--- src/rtl/uart_pkg.sv ---
`timescale 1ns/1ps
`default_nettype none
// ============================================================================
// Module      : uart_pkg
// Description : Shared types and constants for the UART receive path: the
//               framing FSM state type, default frame width and the bit
//               period constants used by the mid-bit sample generator.
// Revision    : 1.0 - initial release
// ============================================================================
package uart_pkg;

    typedef enum logic [1:0] {
        IDLE  = 2'd0,
        START = 2'd1,
        DATA  = 2'd2,
        STOP  = 2'd3
    } rx_state_e;

    localparam int DATA_BITS_DEFAULT = 8;

    // Bit period in sysclk cycles and the count at which the mid-bit
    // strobe fires.
    localparam int BIT_CYCLES = 5208;
    localparam int MID_BIT    = 2603;

endpackage : uart_pkg
`default_nettype wire

--- src/rtl/sync2.sv ---
`timescale 1ns/1ps
`default_nettype none
// ============================================================================
// Module      : sync2
// Description : Two-flop synchronizer for a single asynchronous input. Both
//               flops reset to 1 so an idle-high serial line does not look
//               like a falling edge when reset is released.
// Ports       : clk  - destination clock
//               rst  - asynchronous active-high reset
//               i_d  - asynchronous input
//               o_q  - synchronized output (two clk cycles of latency)
// Revision    : 1.0 - initial release
// ============================================================================
module sync2 (
    input  logic clk,
    input  logic rst,
    input  logic i_d,
    output logic o_q
);

    logic [1:0] r_sync;

    always_ff @(posedge clk or posedge rst) begin
        if (rst) begin
            r_sync <= 2'b11;
        end else begin
            r_sync <= {r_sync[0], i_d};
        end
    end

    assign o_q = r_sync[1];

endmodule : sync2
`default_nettype wire

--- src/rtl/uart_rx_frame.sv ---
`timescale 1ns/1ps
`default_nettype none
// ============================================================================
// Module      : uart_rx_frame
// Description : Byte-framing receiver for an asynchronous serial line.
//               Detects the start-bit falling edge, enables an external
//               mid-bit sample generator, and uses its strobes to capture
//               the start, data (LSB first) and stop bits. A good frame
//               updates data with a one-cycle valid pulse; a low stop bit
//               gives a one-cycle frame_err pulse and leaves data unchanged.
// Ports       : sysclk       - system clock, rising edge
//               reset        - asynchronous active-high reset
//               rx           - raw serial line, idle high, asynchronous
//               sample_pulse - one-cycle mid-bit strobe from the generator
//               sample_en    - generator enable; low clears its counter
//               data         - last good received byte
//               valid        - one-cycle pulse when data is updated
//               frame_err    - one-cycle pulse on a low stop bit
// Revision    : 1.0 - initial release
// ============================================================================
module uart_rx_frame
    import uart_pkg::*;
#(
    parameter int DATA_BITS = DATA_BITS_DEFAULT
) (
    input  logic                 sysclk,
    input  logic                 reset,
    input  logic                 rx,
    input  logic                 sample_pulse,
    output logic                 sample_en,
    output logic [DATA_BITS-1:0] data,
    output logic                 valid,
    output logic                 frame_err
);

    localparam int                   c_cnt_w    = $clog2(DATA_BITS + 1);
    localparam logic [c_cnt_w-1:0]   c_last_bit = c_cnt_w'(DATA_BITS - 1);

    logic                 w_rx_s;
    logic                 r_rx_d;
    rx_state_e            r_state;
    logic [c_cnt_w-1:0]   r_bit_cnt;
    logic [DATA_BITS-1:0] r_shift;

    sync2 u_sync_rx (
        .clk (sysclk),
        .rst (reset),
        .i_d (rx),
        .o_q (w_rx_s)
    );

    always_ff @(posedge sysclk or posedge reset) begin
        if (reset) begin
            r_rx_d    <= 1'b1;
            r_state   <= IDLE;
            r_bit_cnt <= '0;
            r_shift   <= '0;
            sample_en <= 1'b0;
            data      <= '0;
            valid     <= 1'b0;
            frame_err <= 1'b0;
        end else begin
            r_rx_d    <= w_rx_s;
            valid     <= 1'b0;
            frame_err <= 1'b0;

            case (r_state)
                IDLE: begin
                    // Only a genuine 1->0 transition arms the receiver; a
                    // line that is stuck low is ignored.
                    if (r_rx_d && !w_rx_s) begin
                        r_state   <= START;
                        sample_en <= 1'b1;
                    end
                end

                START: begin
                    if (sample_pulse) begin
                        if (!w_rx_s) begin
                            r_state   <= DATA;
                            r_bit_cnt <= '0;
                        end else begin
                            // Line back high at mid start bit: glitch.
                            r_state   <= IDLE;
                            sample_en <= 1'b0;
                        end
                    end
                end

                DATA: begin
                    if (sample_pulse) begin
                        // New bit enters at the MSB so the LSB-first byte
                        // ends up right-aligned after DATA_BITS strobes.
                        r_shift   <= {w_rx_s, r_shift[DATA_BITS-1:1]};
                        r_bit_cnt <= r_bit_cnt + 1'b1;
                        if (r_bit_cnt == c_last_bit) begin
                            r_state <= STOP;
                        end
                    end
                end

                STOP: begin
                    if (sample_pulse) begin
                        r_state   <= IDLE;
                        sample_en <= 1'b0;
                        if (w_rx_s) begin
                            data  <= r_shift;
                            valid <= 1'b1;
                        end else begin
                            frame_err <= 1'b1;
                        end
                    end
                end

                default: begin
                    r_state   <= IDLE;
                    sample_en <= 1'b0;
                end
            endcase
        end
    end

endmodule : uart_rx_frame
`default_nettype wire
--- config.mk ---
export PLATFORM = sky130hd
export DESIGN_NAME = uart_rx_frame
export DESIGN_NICKNAME = d
export VERILOG_FILES = /design/src/rtl/uart_pkg.sv /design/src/rtl/sync2.sv /design/src/rtl/uart_rx_frame.sv
export SDC_FILE = /design/constraint.sdc
export NUM_CORES = 1
export LEC_CHECK = 0
export CORE_UTILIZATION = 54
export CTS_BUF_LIST = sky130_fd_sc_hd__clkbuf_4 sky130_fd_sc_hd__clkbuf_8 sky130_fd_sc_hd__clkbuf_16
export DETAILED_ROUTE_END_ITERATION = 12
export DONT_BUFFER_PORTS = 1
export PLACE_DENSITY = 0.72
export SETUP_SLACK_MARGIN = 0.15
export SLEW_MARGIN = 20
export SYNTH_ARGS = -nofsm -noshare
export SYNTH_HDL_FRONTEND = slang
export SYNTH_HIERARCHICAL = 1
export SYNTH_SLANG_ARGS = --single-unit
export TNS_END_PERCENT = 10
--- constraint.sdc ---
create_clock -name sysclk -period 1.2 [get_ports sysclk]
set_input_delay 0.12 -clock sysclk [delete_from_list [all_inputs] [get_ports sysclk]]
set_output_delay 0.12 -clock sysclk [all_outputs]
set_load 0.02 [all_outputs]
==> impl_metrics.py <==
metrics = {
    "setup_path": {
        "timing.critical_path.to": "r_shift[4]$_DFFE_PP0P_",
        "worstReg2RegStart": "r_state[0]$_DFFE_PP0P_",
        "arrival_ns": 1.47,
        "rr_endpoint": "r_shift[4]$_DFFE_PP0P_",
        "crit_required_ns": 1.43,
        "critical_path.startpoint_type": "register",
        "worstPathMaxFanout": 10,
        "end_kind": "register",
        "regToRegSetupSlack_ns": -0.04,
        "critical_path_class": "reg -> reg",
        "worstSetupStartpoint": "r_state[0]$_DFFE_PP0P_",
        "ff2ff_path_depth": 3,
    },
    "timing": {
        "slew_headroom_pct": 79.0,
        "fmax_mhz": 804,
        "final.setup_skew_ns": 0.00291,
        "finalMaxSlewViolations": 0,
        "report.final.hold_viol_count": 0,
        "period_share_pct": 104,
        "post-route-min-period_ns": 1.24,
        "unrepaired_setup_endpoints_after_global_routing": "true",
        "postLayoutSetupSlackWorst_ns": -0.0437,
        "tightest_slew_ns": 0.315,
        "finalSetupViolCount": 18,
    },
    "run_status": {
        "outcome": "finished, violations left",
        "failed_checks": "negative setup slack",
    },
    "global_route": {
        "grt_antenna_before_repair": 0,
        "pin_count_of_the_biggest_net_entering_global_routing": 27,
        "grt_overflow": 0,
        "wire_length_of_the_first_global_routing_pass_mm": 2.83,
        "via_count_of_the_first_global_routing_pass": 674,
        "groute.usage.overall_pct": 18.4,
    },
    "finish": {
        "insertedDiodeCount": 0,
        "fillerInstances": 136,
        "ff_latch_area_um2": 704,
        "post_route_cells_drive_above_1_share_pct": 49.1,
        "multiInputGateArea_um2": 447,
        "layout.nets": 112,
        "final_area_mm2": 0.00144,
        "layoutNonFillerInstCount": 133,
        "synthToLayoutAreaGrowth_pct": 26.3,
    },
    "detailed_routing": {
        "dr_total_vias": 731,
        "drt_first_iter_violations": 6,
        "antenna_violating_nets_post_route": 0,
        "wl_per_cell_um": 14.5,
        "viasPerCell": 5.50,
        "dr.pass1.iters": 4,
        "totalWireLength_mm": 1.93,
        "detail_route.drc_violations": 0,
    },
    "cts": {
        "root_buffer": "clkbuf_4",
        "tritoncts_num_sinks": 28,
        "clk-insertion-delay-late_ns": 0.32,
        "cts_tree": "done",
        "clk_path_buf_depth": 2,
        "clkSlewWorstSetupHoldPaths_ns": 0.14,
        "cts_max_level": 1,
        "cts_made_buffers": 3,
    },
    "job": {
        "cap_viol_max_count": 0,
    },
    "placed_design": {
        "dpl-instance-area_mm2": 0.00129,
        "post-place-cells": 123,
        "dp.final_hpwl_mm": 1.33,
        "port-buffer-count": 0,
        "finalWeightedCongestion": 0.749,
    },
    "floorplanning": {
        "die_width_um": 47.9,
        "ioPinCount": 15,
        "coreArea_mm2": 0.00196,
        "start_util_pct": 57.9,
        "fp.dieArea_mm2": 0.00229,
        "fp.dieH_um": 47.9,
        "row_count": 16,
    },
    "yosys": {
        "synth.area.top_cells": "dfrtp_1 (55%), mux2_2 (16%), dfstp_2 (6.9%), a21oi_1 (4.0%), buf_6 (2.0%)",
        "synth.avg_cell_area_um2": 13.5,
        "synth_fp_nets": 89,
        "netlist.area_leader.share_pct": 55.1,
        "yosys.cell_types.count": 24,
        "netlist_area_mm2": 0.00114,
        "ys_ff_latch": 28,
        "synth_area_leader_cell": "dfrtp_1",
        "yosysSeqAreaShare_pct": 62.0,
        "synthesis.yosys.warnings": 6,
        "syn_inst": 84,
    },
    "power_and_ir_drop": {
        "vdd.ir_drop.worst_mv": 1.64,
        "cellLeakagePower_uw": 0.000699,
        "power_per_cell_area_mw_per_mm2": 2260,
    },
    "min_path": {
        "min_path_type": "in -> reg",
    },
}
==> logic make-up (layout without fill, tap and decap cells) <==
group	after synthesis	count (layout)	synth area share (%)
flip-flops	28	28	62.0
AND/OR/NAND/NOR	18	18	9.58
multiplexers	17	17	16.7
AO/OA/AOI/OAI	13	13	6.61
buffers and inverters	7	29	3.96
adder cells (fa/ha/maj)	1	1	1.10
==> critical path, cell delays in order (launching register included) <==
cell,delay [ns]
dfrtp_1,0.43
and3b_2,0.27
buf_12,0.14
mux2_4,0.30
==> Yosys cell counts <==
master / number
nand2_1: 5
a21boi_0: 1
buf_4: 1
nand3b_1: 1
a21oi_1: 9
inv_1: 4
nand4_2: 1
buf_6: 2
and3b_1: 1
and3_1: 1
or3_1: 1
o21ai_0: 1
nor3_1: 1
o32ai_1: 1
ha_1: 1
dfstp_2: 3
nor2_1: 4
mux2_2: 16
a311oi_1: 1
and3_4: 1
mux2i_1: 1
dfrtp_1: 25
nor3_2: 1
and2b_1: 1
==> report_power, final <==
| group | internal (uW) | leakage [uW] | switching [uW] |
|---|---|---|---|
| sequential | 1240 | 0.000363 | 351 |
| combinational | 646 | 0.000308 | 408 |
| clock | 338 | 0.0000279 | 264 |
| total | 2220 | 0.000699 | 1020 |
==> final cells by class <==
class                   count  share of cell area, %
clock inverters             1                   2.09
well taps                  27                   2.35
inverters                   4                   1.05
repair buffers             21                   12.7
clock buffers               3                   1.57
multi-input cells          49                   31.1
flip-flops and latches     28                   49.1
==> metal layers <==
layer	global-route usage, %	routed length (um)
met3	6.04	79
met5	0	0
met1	23.3	848
met4	7.22	22
met2	29.2	984
==> worst min-delay path by stage <==
stage / from / endpoint / slack [ns] / cells after the start
floorplan: reset / u_sync_rx/r_sync[0]$_DFF_PP1_ / 0.03 / 1
global placement: reset / u_sync_rx/r_sync[0]$_DFF_PP1_ / 0.04 / 1
detailed placement: reset / u_sync_rx/r_sync[0]$_DFF_PP1_ / 0.04 / 1
CTS: sample_pulse / frame_err$_DFF_PP0_ / 0.002 / 3
global route: sample_pulse / valid$_DFF_PP0_ / 0.007 / 3
finish: sample_pulse / frame_err$_DFF_PP0_ / 0.03 / 3
==> registers in the layout, summed over array words and instances, names as in the netlist, named ones only <==
register          count
valid                 1
r_state               1
r_shift               8
sample_en             1
r_bit_cnt             4
frame_err             1
r_rx_d                1
u_sync_rx/r_sync      2
data                  8
==> metrics by stage <==
step	hold WS (ns)	setup slack [ns]	power [uW]	TNS, ns	util [%]
after floorplan	0.0315	-0.0576	2220	-0.565	-
after global placement	0.0381	-0.0160	2490	-0.185	66.0
after detailed placement	0.0405	-0.0393	2540	-0.539	66.0
after CTS	0.00158	-0.0460	3200	-0.520	71.6
after global routing	0.00706	-0.106	3440	-1.30	73.2
final	0.0321	-0.0437	3240	-0.545	73.2
==> layout by cell type (no fill, tap or decap) <==
cell           instances
a311oi_1               1
inv_1                  4
buf_12                 1
o21ai_2                1
and3b_2                1
dfrtp_1               25
and3_1                 1
a21oi_1                8
mux2_2                 8
nand3b_1               1
a21oi_2                1
mux2_4                 8
nand4_4                1
nor2_1                 4
buf_4                 16
ha_2                   1
and2b_2                1
buf_6                  2
nor3_1                 1
mux2i_1                1
clkbuf_4               3
nand2_1                5
and3_4                 1
dfstp_2                3
bufinv_16              1
a21boi_2               1
nor3_2                 1
or3_4                  1
dlygate4sd3_1          2
o32ai_1                1
==> timing repair <==
| action | 4_1_cts | 5_1_grt |
|---|---|---|
| gates resized for setup | 7 | 5 |
| endpoints found under the hold margin | 29 | 0 |
| hold buffers | 2 | 0 |
| pin swaps | 2 | 6 |
| buffers inserted | 2 | 2 |
| endpoints found under the setup margin | 21 | 23 |
Note: power is estimated with default switching activity, not from simulation.
